<file path="src/rtl/pulse_collector_pkg.sv">
// pulse_collector_pkg: shared constants, channel-width helper and output-register states.
package pulse_collector_pkg;
   localparam int PC_MAX_CH = 32;
   localparam int PC_DEFAULT_CNT_W = 4;
   function automatic int pc_ch_w(int n);
      return (n <= 1) ? 1 : $clog2(n);
   endfunction
   typedef enum logic {PC_EMPTY, PC_FULL} pc_state_e;
endpackage

</file>
<file path="src/rtl/rr_arbiter.sv">
// rr_arbiter: round-robin grant searching upward from last_grant+1, last_grant moves only on advance.
module rr_arbiter
   import pulse_collector_pkg::*;
#(
   parameter int N = 4,
   localparam int W = pc_ch_w(N)
) (
   input  logic         clk,
   input  logic         rst,
   input  logic [N-1:0] req,
   input  logic         advance,
   output logic         grant_vld,
   output logic [N-1:0] grant,
   output logic [W-1:0] grant_idx
);
   logic [W-1:0] last_grant;
   logic [W-1:0] idx;
   always_ff @(posedge clk)
      if (rst) last_grant <= W'(N - 1);
      else if (advance && grant_vld) last_grant <= grant_idx;
   // descending scan so the nearest requester after last_grant wins
   always_comb begin
      grant_vld = 1'b0;
      grant_idx = '0;
      idx = '0;
      for (int k = N; k >= 1; k--) begin
         idx = W'((int'(last_grant) + k) % N);
         if (req[idx]) begin
            grant_vld = 1'b1;
            grant_idx = idx;
         end
      end
   end
   assign grant = grant_vld ? (N'(1) << grant_idx) : '0;
endmodule

</file>
<file path="src/rtl/pulse_collector.sv">
// pulse_collector: saturating per-channel pulse counters drained round-robin into a registered valid/ready stream.
// Overflow flags are built only when PULSE_COLLECTOR_OVF_EN is defined; otherwise out_ovf is 0.
module pulse_collector
   import pulse_collector_pkg::*;
#(
   parameter int NUM_CH = 4,
   parameter int CNT_W = PC_DEFAULT_CNT_W,
   localparam int CH_W = pc_ch_w(NUM_CH)
) (
   input  logic              clk,
   input  logic              rst,
   input  logic [NUM_CH-1:0] pulse_in,
   output logic              out_valid,
   input  logic              out_ready,
   output logic [CH_W-1:0]   out_ch,
   output logic [CNT_W-1:0]  out_count,
   output logic              out_ovf
);
   localparam logic [CNT_W-1:0] CNT_MAX = '1;
   logic [CNT_W-1:0] cnt [NUM_CH];
   logic [NUM_CH-1:0] req, grant;
   logic [CH_W-1:0] grant_idx;
   logic grant_vld, load, advance;
   pc_state_e state, state_nxt;
   for (genvar i = 0; i < NUM_CH; i++) begin : g_req
      assign req[i] = cnt[i] != '0;
   end
   rr_arbiter #(.N(NUM_CH)) u_arb (
      .clk(clk),
      .rst(rst),
      .req(req),
      .advance(advance),
      .grant_vld(grant_vld),
      .grant(grant),
      .grant_idx(grant_idx)
   );
   always_ff @(posedge clk)
      if (rst) state <= PC_EMPTY;
      else state <= state_nxt;
   // accept and reload share a cycle, giving one payload per clock
   always_comb begin
      load = (state == PC_EMPTY) || out_ready;
      advance = load && grant_vld;
      state_nxt = load ? (grant_vld ? PC_FULL : PC_EMPTY) : state;
   end
   assign out_valid = state == PC_FULL;
   always_ff @(posedge clk)
      for (int i = 0; i < NUM_CH; i++)
         if (rst) cnt[i] <= '0;
         else if (advance && grant[i]) cnt[i] <= CNT_W'(pulse_in[i]);
         else if (pulse_in[i] && cnt[i] != CNT_MAX) cnt[i] <= cnt[i] + 1'b1;
   always_ff @(posedge clk)
      if (rst) begin
         out_ch <= '0;
         out_count <= '0;
      end else if (advance) begin
         out_ch <= grant_idx;
         out_count <= cnt[grant_idx];
      end
`ifdef PULSE_COLLECTOR_OVF_EN
   logic [NUM_CH-1:0] ovf;
   always_ff @(posedge clk)
      for (int i = 0; i < NUM_CH; i++)
         if (rst) ovf[i] <= 1'b0;
         else if (advance && grant[i]) ovf[i] <= 1'b0;
         else if (pulse_in[i] && cnt[i] == CNT_MAX) ovf[i] <= 1'b1;
   always_ff @(posedge clk)
      if (rst) out_ovf <= 1'b0;
      else if (advance) out_ovf <= ovf[grant_idx];
`else
   assign out_ovf = 1'b0;
`endif
endmodule

</file>
<file path="config.mk">
export PLATFORM = sky130hd
export DESIGN_NAME = pulse_collector
export DESIGN_NICKNAME = d
export VERILOG_FILES = /design/src/rtl/pulse_collector_pkg.sv /design/src/rtl/rr_arbiter.sv /design/src/rtl/pulse_collector.sv
export SDC_FILE = /design/constraint.sdc
export NUM_CORES = 1
export LEC_CHECK = 0
export CAP_MARGIN = 0
export CORE_MARGIN = 2
export CORE_UTILIZATION = 56
export DETAILED_ROUTE_END_ITERATION = 12
export GPL_ROUTABILITY_DRIVEN = 0
export GPL_TIMING_DRIVEN = 0
export PLACE_DENSITY_LB_ADDON = 0.15
export SLEW_MARGIN = 20
export SYNTH_ARGS = -nofsm -noshare
export SYNTH_HDL_FRONTEND = slang
export SYNTH_SLANG_ARGS = --single-unit
</file>
<file path="constraint.sdc">
create_clock -name clk -period 3.1 [get_ports clk]
set_input_delay 0.465 -clock clk [delete_from_list [all_inputs] [get_ports clk]]
set_output_delay 0.465 -clock clk [all_outputs]
set_load 0.01 [all_outputs]
</file>
==> After elaboration in Yosys (flattened, before gate mapping) <==
Memory sizes are Yosys's and may differ from the RTL's. A register that Yosys moved wholly into a read port is not among the register bits.
Index checks and enable logic that the tools add are counted.
{ "totals": {"ff_bits": 5, "ramBits": 16, "out_inout_bits": 8, "elab_cells": 101, "n_memories": 1} }
{ "classes": {"addsub": 8, "magnitude_cmp": 4, "n_eq_ne": 4, "shift": 1, "mux": 56, "n_bitwise": 9, "n_reduce_logical": 15} }
{ "memory_table": {"columns": ["name", "depth", "word_bits", "read_ports", "rd_clocked_by_memory_dff", "wr", "line_no", "text"], "rows": [
  ["cnt", 4, 4, 5, 1, 4, "pulse_collector.sv:20", "logic [CNT_W-1:0] cnt [NUM_CH];"]
]} }
{ "op_table": {"columns": ["op", "count"], "rows": [
  ["1-bit 2-to-1 mux", 39],
  ["4-bit 2-to-1 mux", 9],
  ["4-bit by 1-bit adder with 4-bit output (second input constant)", 4],
  ["4-bit inequality test (second input constant)", 4],
  ["4-bit nonzero test", 4],
  ["2-bit by 3-bit < comparator with 1-bit output (second input constant)", 4],
  ["1-bit logical AND", 10],
  ["1-bit binary-select mux with 2-bit select", 4],
  ["2-bit 2-to-1 mux", 4],
  ["1-bit bitwise OR", 8],
  ["2-bit by 1-bit adder with 2-bit output (second input constant)", 2],
  ["2-bit adder (second input constant)", 2],
  ["1-bit by 2-bit left shift with 4-bit output (first input constant)", 1],
  ["1-bit logical OR", 1],
  ["1-bit inverter", 1]
]} }

==> Longest topological paths before layout <==
Gate-level depths: netlist (run 1).
An unclocked memory read counts as a cell.
{ "depth": {"word_depth": 16, "ltp_mapped": 9, "depth_no_buf": 8} }

==> By module <==
From an unflattened synthesis (run 1), not the netlist that was laid out.
{ "unflattened": {"hier_cells": 165, "hier_area_um2": 1675.4} }
{ "modules_own_cells": {"columns": ["module", "instances", "cells_each", "area_each_um2", "seq_area_each_um2"], "rows": [
  ["pulse_collector", 1, 137, 1467.7, 620.6],
  ["rr_arbiter", 1, 28, 207.7, 40.0]
]} }

==> Worst setup path before layout (run 1) <==
Ideal clock, no wire load.
{ "synth_path": {"kind": "reg2reg", "from": "memory cnt[0][0] in the netlist's numbering", "to": "memory cnt[3][0] in the netlist's numbering (enable)", "setup_ns": 0.273, "arrival_time_ns": 2.249, "required_time_ns": 2.827, "setup_slack_ns": 0.578, "path_stages_with_launch": 9, "path_cell_list": "edfxtp_1 -> inv_1 -> ha_1 -> or3b_1 -> a2111oi_2 -> a2111oi_4 -> o31ai_1 -> a31oi_1 -> or3_1"} }
{ "synth_lines": {"columns": ["item", "line_no"], "rows": [
  ["start: declaration", "pulse_collector.sv:20"]
]} }

==> results of run 1 <==
-- layout make-up --
cell class,instances,area [µm²],area share (%)
plain buffers,4,26.3,1.51
multi-input cells,114,808,46.3
flip-flops and latches,25,661,37.9
clock inverters,1,5.00,0.287
well taps,30,37.5,2.15
clock buffers,3,22.5,1.29
inverters,11,41.3,2.37
repair buffers,15,143,8.18
-- cell usage in the layout, fill, tap and decap left out, types with 5 or more instances in the layout --
master	synthesis	routed
xnor2_1	5	5
nand3_1	9	9
nand2b_1	5	5
edfxtp_1	16	16
ha_1	8	8
dfxtp_1	9	9
clkdlybuf4s50_1	0	12
nand2_1	8	8
nor2_1	16	16
inv_1	11	11
a21oi_1	6	6
-- final timing paths --
path / endpoint / cells after the start
setup / recovery: cnt[3][0]$_DFFE_PP_ / 9
setup reg to reg: cnt[3][0]$_DFFE_PP_ / 9
hold reg to reg: out_count[1]$_SDFFE_PP0P_ / 2
hold / removal: out_count[1]$_SDFFE_PP0P_ / 2
-- kinds of logic after synthesis --
logic type	synth area share, %
other cells	0.244
mux	4.80
simple gates	21.5
compound gates	15.0
buf+inv	4.40
flops	43.0
fa+ha+maj	6.51
xor+xnor	4.56
-- repair_timing --
action	in CTS	in global routing
setup endpoints to repair	0	4
buffers inserted	0	3
hold buffers	0	0
-- state kept, by name, indices dropped and copies added, names as in the netlist --
| name | count |
|---|---|
| cnt | 16 |
| out_ch | 2 |
| out_count | 4 |
| out_valid | 1 |
| u_arb.last_grant | 2 |
-- worst max-delay path: stages (launching register included) --
cell and delay, ns:
edfxtp_1 0.44, inv_1 0.12, ha_1 0.14, or3b_1 0.43, a2111oi_2 0.43, a2111oi_4 0.09, buf_4 0.16, o31ai_1 0.31
a31oi_1 0.11, or3_1 0.43
-- metrics by stage --
stage	utilization, %	std cells	area [µm²]
3_5_place_dp	66.6	196	1690
2_1_floorplan	-	154	1540
3_3_place_gp	66.6	196	1690
4_1_cts	67.7	200	1720
6_report	68.5	203	1740
5_1_grt	68.5	203	1740
-- where the power goes --
group	total (W)	internal [W]	switching [W]
Clock	0.000151	0.0000483	0.000102
Combinational	0.00103	0.000495	0.000534
Sequential	0.000660	0.000512	0.000148
-- metal layers --
layer / vias up / wire length (µm) / global-route usage [%]
li1: 596 / - / -
met5: - / 0 / 0
met2: 39 / 1660 / 38.0
met1: 597 / 1350 / 27.0
met3: 4 / 139 / 2.76
met4: 0 / 21 / 7.14
==> impl_metrics.tcl, run 1 <==
set metrics [dict create \
    crit_type "reg2reg" \
    grt_max_degree 15 \
    cellPowerDensity_nw_per_um2 1050 \
    ant_nets 0 \
    synth_nets 169 \
    grtUsageTotal_pct 21.5 \
    clock_skew_ns 0.0117 \
    synth_top_area_share_pct 31.3 \
    portBuffers 12 \
    crit_arrival_ns 2.99 \
    cts_resized 0 \
    dp_hpwl_um 2450 \
    setup_viol 0 \
    vias 1236 \
    die_x_um 56.4 \
    insertion_delay_ns 0.32 \
    min_from "out_count[1]$_SDFFE_PP0P_" \
    cts_root_buf "clkbuf_4" \
    syn_to_final_growth_pct 13.5 \
    diodes 0 \
    drtIter0Drc 31 \
    final_nets 189 \
    firstDrtPassIters 4 \
    avgSynthCellArea_um2 9.98 \
    grt_pass1_vias 1225 \
    htree_levels 1 \
    worst_slack_ns 0.172 \
    core_um2 2540 \
    numCtsBuffers 3 \
    overflow 0 \
    worstMarginPinSlew_ns 0.819 \
    synth_ff_type "edfxtp_1" \
    vias_per_cell 6.09 \
    avgRoutedWirePerCell_um 15.6 \
    setup.worst_path.start "cnt[0][0]$_DFFE_PP_" \
    synth_largest_area_cell "edfxtp_1" \
    hold_violations 0 \
    clkTransAtPathRegs_ns 0.15 \
    dpl_worst_slack_ns 0.194 \
    rows 18 \
    drc 0 \
    period_share_pct 94.5 \
    tns_ns 0 \
    synth_edf_count 16 \
    fin_crit_ns 2.93 \
    wl_um 3160 \
    die_area_um2 3180 \
    nFillCells 184 \
    ys_warn_count 0 \
    reg2reg_from "cnt[0][0]$_DFFE_PP_" \
    slew_violations 0 \
    leakage_nw 0.702 \
    netlist_instances 154 \
    outcome "completed" \
    yosys-top-cells-count "edfxtp_1 (16), nor2_1 (16), inv_1 (11)" \
    clock.fmax_mhz 342 \
    ys_ff_latch 25 \
    start_kind "register" \
    hold_slack_ns 0.486 \
    cts_tree "done" \
    cts.sinks 25 \
    start_util_pct 60.4 \
    rrSetupSlack_ns 0.17 \
    syn_area_um2 1540 \
    synth.distinct_cells 43 \
    vdd_drop_max_mv 0.619 \
    min_path_type "reg2reg" \
    die_h_um 56.4 \
    ys_top_cells_by_area "edfxtp_1 (31%), dfxtp_1 (12%), ha_1 (6.5%)" \
    ys_seq_area_share_pct 43.0 \
    slew_headroom_pct 45.2 \
    synthArstFlopShare_pct 0 \
    cts.path.max_buffers 2 \
    finalPower_w 0.00184 \
    antenna_found_initial 0 \
    num_io_pins 15 \
    cap_violations 0 \
    drive_gt1_share_pct 8.67 \
    rsz0062_at_grt "false" \
    required_ns 3.16 \
    cp_max_fo 4 \
    cp-end-kind "register" \
    grt_pass1_wl_um 5410 \
]
No activity file was read; power rests on OpenSTA's default activity.
==> run 2: changes to the inputs <==
CORE_UTILIZATION = 57   (was 56)
GPL_ROUTABILITY_DRIVEN = unset   (was 0)
SYNTH_HIERARCHICAL = 1   (was unset)
clock period = 2.9 ns   (was 3.1 ns; I/O delays follow)
==> impl_metrics.tcl, run 2 <==
set metrics [dict create \
    core_um2 2780 \
    avgSynthCellArea_um2 10.2 \
    ys_top_cells_by_area "edfxtp_1 (29%), dfxtp_1 (11%), mux4_1 (6.3%)" \
    numCtsBuffers 3 \
    multi_input_area_um2 952 \
    outcome "completed" \
    final_nets 201 \
    rsz0062_at_grt "false" \
    num_io_pins 15 \
    leakage_nw 0.789 \
    slew_headroom_pct 65.2 \
    tns_ns 0 \
    vdd_drop_max_mv 0.802 \
    drive_gt1_share_pct 15.7 \
    synth_nets 180 \
    setup_viol 0 \
    dp_hpwl_um 2680 \
    vias 1365 \
    diodes 0 \
    finalCoreUtilization_pct 68.9 \
    holdBufCountCts 0 \
    min_path_type "reg2reg" \
    cts_tree "done" \
    ys_ff_latch 25 \
    die_h_um 58.2 \
    wl_um 3610 \
    crit_arrival_ns 3.04 \
    grt_max_degree 14 \
    grt_pass1_wl_um 5830 \
    synth.distinct_cells 39 \
    clock_skew_ns 0.00383 \
    largest_register_ffs 16 \
    regArea_um2 661 \
    clkTransAtPathRegs_ns 0.13 \
    fin_crit_ns 2.77 \
    ys_seq_area_share_pct 39.4 \
    cp-end-kind "register" \
    clock.fmax_mhz 361 \
    crit_type "reg2reg" \
    start_kind "register" \
    synth-simple-area-share_pct 26.2 \
    grtUsageTotal_pct 22.9 \
    synth-xor-area-share_pct 4.18 \
    cts.path.max_buffers 2 \
    start_util_pct 60.2 \
    drtIter0Drc 86 \
    antenna_found_initial 0 \
    place_congestion 0.794 \
    slew_violations 0 \
    synth_ff_type "edfxtp_1" \
    syn_to_final_growth_pct 14.3 \
    required_ns 3.17 \
    overflow 0 \
    netlist_instances 165 \
    synth_top_area_share_pct 28.7 \
    grt_pass1_vias 1265 \
    nFillCells 215 \
    synth.area.mux_share_pct 6.27 \
    hold_violations 0 \
    cts_root_buf "clkbuf_4" \
    die_x_um 58.2 \
    vias_per_cell 6.32 \
    cap_violations 0 \
    cts.sinks 25 \
    ys_warn_count 6 \
    drc 0 \
    insertion_delay_ns 0.33 \
    synth_largest_area_cell "edfxtp_1" \
    synthArstFlopShare_pct 0 \
    syn_area_um2 1680 \
    htree_levels 1 \
    ant_nets 0 \
    die_area_um2 3390 \
    cp_max_fo 9 \
    period_share_pct 95.5 \
    top_regs "cnt: 16 flops, out_count: 4 flops" \
    portBuffers 13 \
    cellPowerDensity_nw_per_um2 1100 \
    synth_top_family_by_area "simple AND/OR/NAND/NOR gates" \
    worstMarginPinSlew_ns 0.522 \
    yosys-top-cells-count "nand3_1 (17), edfxtp_1 (16), nand2_1 (12)" \
    synth_most_common_cell "nand3_1" \
    rows 19 \
    firstDrtPassIters 4 \
    avgRoutedWirePerCell_um 16.7 \
    final_cell_mix "nand3_1 (16), edfxtp_1 (16), clkdlybuf4s50_1 (13)" \
    synth_fa_ha_area_share_pct 5.97 \
    synth_edf_count 16 \
    synth-compound-area-share_pct 12.6 \
    regMostFlops "cnt" \
]
-- run 2: worst paths after layout --
kind / start / endpoint / slack [ns] / cells after the start
setup / recovery: cnt[2][0]$_SDFFCE_PN0P_ / u_arb/last_grant[0]$_SDFFE_PP1P_ / 0.13 / 10
hold / removal: out_ch[0]$_SDFFE_PP0N_ / out_ch[0]$_SDFFE_PP0N_ / 0.49 / 2
setup reg to reg: cnt[2][0]$_SDFFCE_PN0P_ / u_arb/last_grant[0]$_SDFFE_PP1P_ / 0.13 / 10
hold reg to reg: out_ch[0]$_SDFFE_PP0N_ / out_ch[0]$_SDFFE_PP0N_ / 0.49 / 2
-- run 2: cell families (layout without fill, tap and decap cells) --
family | after synthesis | count (layout)
compound gates | 30 | 30
xor+xnor | 8 | 8
fa+ha+maj | 8 | 8
buf+inv | 18 | 38
flops | 25 | 25
mux | 4 | 4
other cells | 1 | 1
simple gates | 71 | 71
-- run 2: repair_timing --
| action | in CTS | in global routing |
|---|---|---|
| buffers inserted | 0 | 3 |
| resized for setup | 0 | 3 |
| setup endpoints to repair | 0 | 21 |
-- run 2: report_power, final --
part           leakage (nW)  switching (W)  total, W  internal [W]
logic                 0.520       0.000619   0.00124      0.000622
registers             0.254       0.000157  0.000710      0.000554
clock network        0.0150       0.000106  0.000160     0.0000540
-- run 2: area by class of cell --
| class | instances | area share, % |
|---|---|---|
| clock buffer | 4 | 1.37 |
| inverter | 10 | 1.96 |
| multi-input combinational | 122 | 49.7 |
| sequential | 25 | 34.5 |
| buffer | 8 | 2.48 |
| tap | 31 | 2.02 |
| timing repair buffer | 16 | 7.97 |
-- run 2: through the flow --
step	instances	setup WS, ns	hold slack [ns]	power (W)	cell area (µm²)
2_1_floorplan	165	0.400	0.498	0.00152	1680
3_3_place_gp	209	0.127	0.467	0.00178	1840
3_5_place_dp	209	0.0647	0.471	0.00183	1840
4_1_cts	213	0.0207	0.489	0.00199	1870
5_1_grt	216	0.00508	0.519	0.00225	1920
6_report	216	0.131	0.486	0.00211	1920
-- run 2: layer usage --
metal | part of all wire [%] | global-route usage [%]
met3 | 5.5 | 5.36
met1 | 43 | 28.1
met2 | 48 | 38.6
met5 | 0 | 0
met4 | 3.1 | 9.97
-- run 2: worst max-delay path: stages, from the launching register on --
cell and delay, ns:
edfxtp_1 0.46, inv_1 0.11, ha_1 0.13, or3b_2 0.49, or4_1 0.52, buf_2 0.15, buf_2 0.18, inv_1 0.18
nor2_1 0.11, and4b_1 0.22, a31oi_1 0.15
